**config.mk**
```make
export PLATFORM = sky130hd
export DESIGN_NAME = cfa_frame_scheduler
export DESIGN_NICKNAME = d
export VERILOG_FILES = /design/src/rtl/cfa_frame_scheduler.sv
export SDC_FILE = /design/constraint.sdc
export NUM_CORES = 1
export LEC_CHECK = 0
export ABC_AREA = 1
export BUFFER_PORTS_ARGS = -buffer_cell sky130_fd_sc_hd__buf_2
export CAP_MARGIN = 40
export CORE_MARGIN = 2
export CORE_UTILIZATION = 61
export CTS_CLUSTER_SIZE = 10
export DETAILED_ROUTE_END_ITERATION = 10
export PLACE_DENSITY_LB_ADDON = 0.08
export SLEW_MARGIN = 20
export SYNTH_ARGS = -nofsm -noshare
export SYNTH_HDL_FRONTEND = slang
export SYNTH_SLANG_ARGS = --single-unit
```
**constraint.sdc**
```tcl
create_clock -name clk_i -period 6.4 [get_ports clk_i]
set_input_delay 0.96 -clock clk_i [delete_from_list [all_inputs] [get_ports clk_i]]
set_output_delay 0.96 -clock clk_i [all_outputs]
set_load 0.03 [all_outputs]
```
**src/rtl/cfa_frame_scheduler.sv**
```systemverilog
// Frame-level sequencer for the CFA window addressing engine: config latch, launch, credit gating, drain, re-arm.
// Optional stall-cycle counter output (stallCycles_o) enabled by defining CFA_SCHED_STALL_CNT_EN.
module cfa_frame_scheduler #(
  parameter int rowBitWidth  = 11,
  parameter int colBitWidth  = 11,
  parameter int CREDIT_DEPTH = 8
) (
  input  logic                               clk_i,
  input  logic                               rst_i,
  input  logic                               cfgValid_i,
  input  logic [rowBitWidth-1:0]             cfgRows_i,
  input  logic [colBitWidth-1:0]             cfgCols_i,
  output logic                               cfgReady_o,
  input  logic                               abort_i,
  output logic                               agStart_o,
  output logic                               agEn_o,
  output logic                               agRst_o,
  output logic [rowBitWidth-1:0]             agRowMax_o,
  output logic [colBitWidth-1:0]             agColMax_o,
  input  logic                               winDone_i,
  input  logic                               winRetire_i,
  output logic                               busy_o,
  output logic                               frameDone_o,
  output logic                               cfgErr_o,
  output logic                               creditErr_o,
  output logic [rowBitWidth+colBitWidth-1:0] winCount_o
`ifdef CFA_SCHED_STALL_CNT_EN
  ,
  output logic [15:0]                        stallCycles_o
`endif
);

  localparam int CW = $clog2(CREDIT_DEPTH + 1);
  localparam int PW = rowBitWidth + colBitWidth;
  localparam logic [CW-1:0] CRED_FULL = CW'(CREDIT_DEPTH);

  typedef enum logic [2:0] {IDLE, LAUNCH, RUN, DRAIN, REARM, ABORT} state_t;

  state_t                 state_q;
  logic [rowBitWidth-1:0] rowMax_q;
  logic [colBitWidth-1:0] colMax_q;
  logic [PW-1:0]          target_q, winCount_q, winCount_d;
  logic [CW-1:0]          credits_q, credits_d;
  logic                   creditErr_q, creditErr_d;
  logic                   agStart_q, agEn_q, agRst_q, frameDone_q, cfgErr_q;
  logic                   win_take, cfg_bad;
`ifdef CFA_SCHED_STALL_CNT_EN
  logic [15:0]            stall_q;
`endif

  assign win_take   = (state_q == RUN) && winDone_i;
  assign winCount_d = winCount_q + PW'(1);
  // Sizes are signed: a set MSB or zero is a non-positive dimension.
  assign cfg_bad    = cfgRows_i[rowBitWidth-1] || (cfgRows_i == '0) ||
                      cfgCols_i[colBitWidth-1] || (cfgCols_i == '0);

  // A window produced and a slot freed in the same cycle cancel out.
  always_comb begin
    credits_d   = credits_q;
    creditErr_d = creditErr_q;
    if (win_take && !winRetire_i) begin
      credits_d = (credits_q == '0) ? '0 : credits_q - CW'(1);
    end else if (!win_take && winRetire_i) begin
      if (credits_q == CRED_FULL) creditErr_d = 1'b1;
      else                        credits_d   = credits_q + CW'(1);
    end
  end

  always_ff @(posedge clk_i or posedge rst_i) begin
    if (rst_i) begin
      state_q     <= IDLE;
      rowMax_q    <= '0;
      colMax_q    <= '0;
      target_q    <= '0;
      winCount_q  <= '0;
      credits_q   <= CRED_FULL;
      creditErr_q <= 1'b0;
      agStart_q   <= 1'b0;
      agEn_q      <= 1'b0;
      agRst_q     <= 1'b0;
      frameDone_q <= 1'b0;
      cfgErr_q    <= 1'b0;
`ifdef CFA_SCHED_STALL_CNT_EN
      stall_q     <= '0;
`endif
    end else begin
      agStart_q   <= 1'b0;
      agEn_q      <= 1'b0;
      agRst_q     <= 1'b0;
      frameDone_q <= 1'b0;
      cfgErr_q    <= 1'b0;
      credits_q   <= credits_d;
      creditErr_q <= creditErr_d;
`ifdef CFA_SCHED_STALL_CNT_EN
      if (state_q == RUN && !agEn_q && stall_q != 16'hFFFF) stall_q <= stall_q + 16'd1;
`endif
      if (abort_i && state_q != IDLE && state_q != ABORT) begin
        state_q <= ABORT;
        agRst_q <= 1'b1;
      end else begin
        case (state_q)
          IDLE: begin
            if (cfgValid_i) begin
              if (cfg_bad) begin
                cfgErr_q <= 1'b1;
              end else begin
                rowMax_q   <= cfgRows_i;
                colMax_q   <= cfgCols_i;
                target_q   <= PW'(cfgRows_i) * PW'(cfgCols_i);
                winCount_q <= '0;
                agStart_q  <= 1'b1;
                state_q    <= LAUNCH;
`ifdef CFA_SCHED_STALL_CNT_EN
                stall_q    <= '0;
`endif
              end
            end
          end
          LAUNCH: begin
            state_q <= RUN;
            agEn_q  <= (credits_d != '0);
          end
          RUN: begin
            if (win_take) winCount_q <= winCount_d;
            if (win_take && winCount_d == target_q) state_q <= DRAIN;
            else                                    agEn_q  <= (credits_d != '0);
          end
          DRAIN: begin
            if (credits_q == CRED_FULL) begin
              state_q     <= REARM;
              agStart_q   <= 1'b1;
              frameDone_q <= 1'b1;
            end
          end
          REARM: state_q <= IDLE;
          ABORT: begin
            credits_q <= CRED_FULL;
            state_q   <= IDLE;
          end
          default: state_q <= IDLE;
        endcase
      end
    end
  end

  assign cfgReady_o  = (state_q == IDLE);
  assign busy_o      = (state_q != IDLE);
  assign agStart_o   = agStart_q;
  assign agEn_o      = agEn_q;
  assign agRst_o     = agRst_q;
  assign agRowMax_o  = rowMax_q;
  assign agColMax_o  = colMax_q;
  assign frameDone_o = frameDone_q;
  assign cfgErr_o    = cfgErr_q;
  assign creditErr_o = creditErr_q;
  assign winCount_o  = winCount_q;
`ifdef CFA_SCHED_STALL_CNT_EN
  assign stallCycles_o = stall_q;
`endif

endmodule
```
==> results.txt <==
----------------------------------------------------
[Yosys]
  Portion of the post-synthesis area used by sequential elements ... 23.43%
  Post-synthesis sequential element count ... 79
  Avg Synthesized Cell Area ... 7.297 um2
  Number of enable flip-flop cells after synthesis ... 0
  Post-synthesis instance total ... 1157
  Mapped Nets ... 1329
  Fraction of registers with async set or reset after synthesis ... 100.0%
  Yosys warning count ... 0
  Synth cell types ... 44
  Most used flip-flop cell after synthesis ... sky130_fd_sc_hd__dfrtp_1
  Synthesized area ... 0.008443 mm2

[Worst setup path]
  Category of the worst setup path launch point ... input port
  Data required time at the worst endpoint ... 6620 ps
  Max Fanout on Critical Path ... 13
  Setup Crit Path Kind ... in -> reg
  Worst path arrival time ... 5640 ps
  Crit path capture type ... register

[STA]
  Final setup vio count ... 0
  Unrepaired setup endpoints after global routing ... false
  Clock period minus final worst setup slack ... 5422 ps
  Worst-case hold slack ... 457.8 ps
  Slew headroom ... 50.35%
  Worst Max-Slew Pin Slew ... 743.0 ps
  Number of hold-slack violations in the final timing report ... 0
  Max-slew violation count ... 0
  Maximum clock frequency ... 184.4 MHz
  Post-Route Setup TNS ... 0 ps
  Period utilization ... 84.73%
  Skew final ... 5.969 ps

[Global route]
  Via count of the first global-routing pass ... 7382
  Grt ovf ... 0
  Wire length of the first global-routing pass ... 35700 um
  Global router's overall resource usage ... 30.79%
  Largest net degree at the start of global routing ... 44
  Antenna violations before repair ... 0

[Finish]
  Proportion of layout cells with a drive suffix above 1 ... 11.13%
  Area growth syn-to-layout ... 10.02%
  Final layout net count ... 1389
  Layout fillers ... 1210
  Fin area ... 0.009289 mm2
  Count of antenna diodes in the layout ... 0

[Power]
  Maximum VDD drop ... 0.2997 mV
  Areal power density over the cells ... 389.6 mW/mm2
  Tot Pwr ... 0.003619 W
  Leakage power ... 5.358 nW

[Status]
  Result of the run ... completed

[Detailed routing]
  Routed vias ... 7453
  Average wire per cell in the routed design ... 15.42 um
  Final wirelength ... 21560 um
  Number of DRC markers in iteration 0 ... 660
  Number of optimization iterations in the first detailed-route pass ... 5
  Average vias per placed instance ... 5.331
  Routed Antenna Nets ... 0
  Drc violations ... 0

[Run]
  Max-Cap Viols ... 0

[Min path]
  Hold Crit Class ... reg -> reg

[Die]
  Initial standard-cell utilization of the core ... 63.01%
  Die Wd ... 121.7 um
  Cell row count ... 42
  Die Span Y ... 121.7 um
  Total I/O pin count ... 80
  Total Die Area ... 0.01480 mm2
  Core Area ... 0.01340 mm2

[Clocking]
  Clock sink count ... 79
  Clock transition time at the flip-flop clock pins of the worst setup and hold paths ... 60 ps
  Root Driver ... sky130_fd_sc_hd__clkbuf_16
  Clock tree buffer depth ... 2
  # Post-CTS Setup Buffers ... 0
  Hold-fix buffer count after cts ... 0
  Quantity of gates resized following cts ... 0
  Clock latency on the worst-skew pair ... 340 ps
  TritonCTS clock tree ... built
  Number of CTS-inserted buffers ... 9
  H-tree depth ... 3

[Place]
  Half-perimeter wire length after placement ... 16830 um
  Last weighted congestion value of the routability-driven placer ... 0.9158
  DP Area ... 0.008965 mm2
  Count of port buffers added during placement ... 79

----------------------------------------------------
==> cells by family (layout without fill, tap and decap cells) <==
logic type,Yosys count,count (layout),share of synthesized area (%)
AND/OR/NAND/NOR,502,502,25.06
adder cells (fa/ha/maj),144,144,28.45
buffers and inverters,296,361,13.31
AO/OA/AOI/OAI,121,121,7.943
flip-flops,79,79,23.43
XOR/XNOR,15,15,1.808
==> synthesized netlist by cell type (3+ instances only) <==
cell                       count  share of area (%)
sky130_fd_sc_hd__xor2_1        8               0.83
sky130_fd_sc_hd__dfrtp_1      78                 23
sky130_fd_sc_hd__fa_1         80                 19
sky130_fd_sc_hd__nor4_1        3               0.22
sky130_fd_sc_hd__nor2_2       12               0.89
sky130_fd_sc_hd__nand2_1     339                 15
sky130_fd_sc_hd__a21oi_1      29                1.7
sky130_fd_sc_hd__buf_2         7               0.41
sky130_fd_sc_hd__nand2_2       8               0.59
sky130_fd_sc_hd__nor2_1       56                2.5
sky130_fd_sc_hd__nor2_4        3               0.40
sky130_fd_sc_hd__inv_1       259                 12
sky130_fd_sc_hd__o22ai_1      15                1.1
sky130_fd_sc_hd__nand4_1      15                1.1
sky130_fd_sc_hd__o21ai_0      59                3.5
sky130_fd_sc_hd__xnor2_1       5               0.52
sky130_fd_sc_hd__nand3_1      50                3.0
sky130_fd_sc_hd__nor3_1        6               0.36
sky130_fd_sc_hd__clkbuf_1     26                1.2
sky130_fd_sc_hd__inv_2         3               0.13
sky130_fd_sc_hd__ha_1         64                9.5
==> worst max-delay path, stage by stage <==
cell and delay (ps):
sky130_fd_sc_hd__buf_2 300, sky130_fd_sc_hd__nand2_1 140, sky130_fd_sc_hd__fa_1 520, sky130_fd_sc_hd__fa_1 540, sky130_fd_sc_hd__inv_1 50, sky130_fd_sc_hd__fa_1 480
sky130_fd_sc_hd__fa_1 540, sky130_fd_sc_hd__inv_1 50, sky130_fd_sc_hd__fa_1 540, sky130_fd_sc_hd__inv_1 50, sky130_fd_sc_hd__ha_1 340, sky130_fd_sc_hd__a21oi_1 200
sky130_fd_sc_hd__o21ai_1 150, sky130_fd_sc_hd__a21boi_0 280, sky130_fd_sc_hd__o21ai_0 140, sky130_fd_sc_hd__or2_1 220, sky130_fd_sc_hd__nand3_1 80, sky130_fd_sc_hd__nand2_1 60
==> state kept, by name (all words and copies together), names as in the netlist, 3 cells and up <==
name,cells
target_q,22
winCount_o,22
agColMax_o,11
agRowMax_o,11
credits_q,4
state_q,3
==> path summary, 6_finish.rpt <==
check                        startpoint              to  slack [ps]  cells after the start
max                        cfgCols_i[5]    target_q[15]         980                     18
min                         creditErr_o     creditErr_o         460                      2
max reg2reg                  state_q[1]  winCount_o[21]        3640                      8
min reg2reg                 creditErr_o     creditErr_o         460                      2
max in group asynchronous         rst_i    target_q[13]        5050                      4
min in group asynchronous         rst_i  winCount_o[19]         740                      3
==> through the flow <==
stage          utilization (%)  cells  worst slack, ps
3_3_place_gp             66.75   1381            741.8
3_5_place_dp             66.90   1382            623.6
2_1_floorplan                -   1157            960.7
4_1_cts                  69.32   1398            991.3
6_report                 69.32   1398            977.6
5_1_grt                  69.32   1398            642.6
==> layout make-up <==
type	count	area [um2]	share of cell area (%)
flip-flops and latches	79	1978	21.30
multi-input cells	782	5344	57.53
inverters	262	984.7	10.60
clock inverters	5	81.33	0.8755
clock buffers	11	242.7	2.613
well taps	176	220.2	2.371
repair buffers	83	437.9	4.714
==> routing by layer <==
metal	vias up	track usage, %	share of wire, %
li1	3634	-	-
met1	3512	40.39	42
met2	265	53.16	50
met3	42	3.464	5.6
met4	0	10.92	2.6
met5	-	0	0
==> cells in the final DEF (no fill, tap or decap), types with 2 or more instances in the layout <==
| cell type | Yosys | routed |
|---|---|---|
| sky130_fd_sc_hd__buf_4 | 1 | 3 |
| sky130_fd_sc_hd__buf_2 | 7 | 79 |
| sky130_fd_sc_hd__nand4_1 | 15 | 15 |
| sky130_fd_sc_hd__clkbuf_16 | 0 | 9 |
| sky130_fd_sc_hd__o21ai_1 | 2 | 2 |
| sky130_fd_sc_hd__o21ai_0 | 59 | 59 |
| sky130_fd_sc_hd__bufinv_16 | 0 | 2 |
| sky130_fd_sc_hd__xor2_1 | 8 | 8 |
| sky130_fd_sc_hd__nand3_1 | 50 | 50 |
| sky130_fd_sc_hd__xnor2_1 | 5 | 5 |
| sky130_fd_sc_hd__clkinv_2 | 0 | 2 |
| sky130_fd_sc_hd__or2_1 | 2 | 2 |
| sky130_fd_sc_hd__nor2_4 | 3 | 3 |
| sky130_fd_sc_hd__ha_1 | 64 | 64 |
| sky130_fd_sc_hd__o22ai_1 | 15 | 15 |
| sky130_fd_sc_hd__dfrtp_1 | 78 | 78 |
| sky130_fd_sc_hd__inv_1 | 259 | 258 |
| sky130_fd_sc_hd__o31ai_1 | 2 | 2 |
| sky130_fd_sc_hd__nor3_1 | 6 | 6 |
| sky130_fd_sc_hd__o211ai_1 | 2 | 2 |
| sky130_fd_sc_hd__inv_2 | 3 | 3 |
| sky130_fd_sc_hd__nand3b_1 | 2 | 2 |
| sky130_fd_sc_hd__fa_1 | 80 | 80 |
| sky130_fd_sc_hd__nor2_2 | 12 | 13 |
| sky130_fd_sc_hd__a21oi_1 | 29 | 29 |
| sky130_fd_sc_hd__nand3_2 | 2 | 2 |
| sky130_fd_sc_hd__or2_2 | 2 | 2 |
| sky130_fd_sc_hd__nor4_1 | 3 | 3 |
| sky130_fd_sc_hd__o21ai_2 | 2 | 2 |
| sky130_fd_sc_hd__nand2_1 | 339 | 339 |
| sky130_fd_sc_hd__o21bai_1 | 2 | 2 |
| sky130_fd_sc_hd__nor2_1 | 56 | 55 |
| sky130_fd_sc_hd__nand2_2 | 8 | 8 |
==> power breakdown <==
group / switching [W] / leakage, nW / internal, W
clock network: 0.000205 / 0.156 / 0.000352
logic: 0.00148 / 4.19 / 0.000796
registers: 0.000121 / 1.02 / 0.000663
Note: power is estimated with default switching activity, not from simulation.
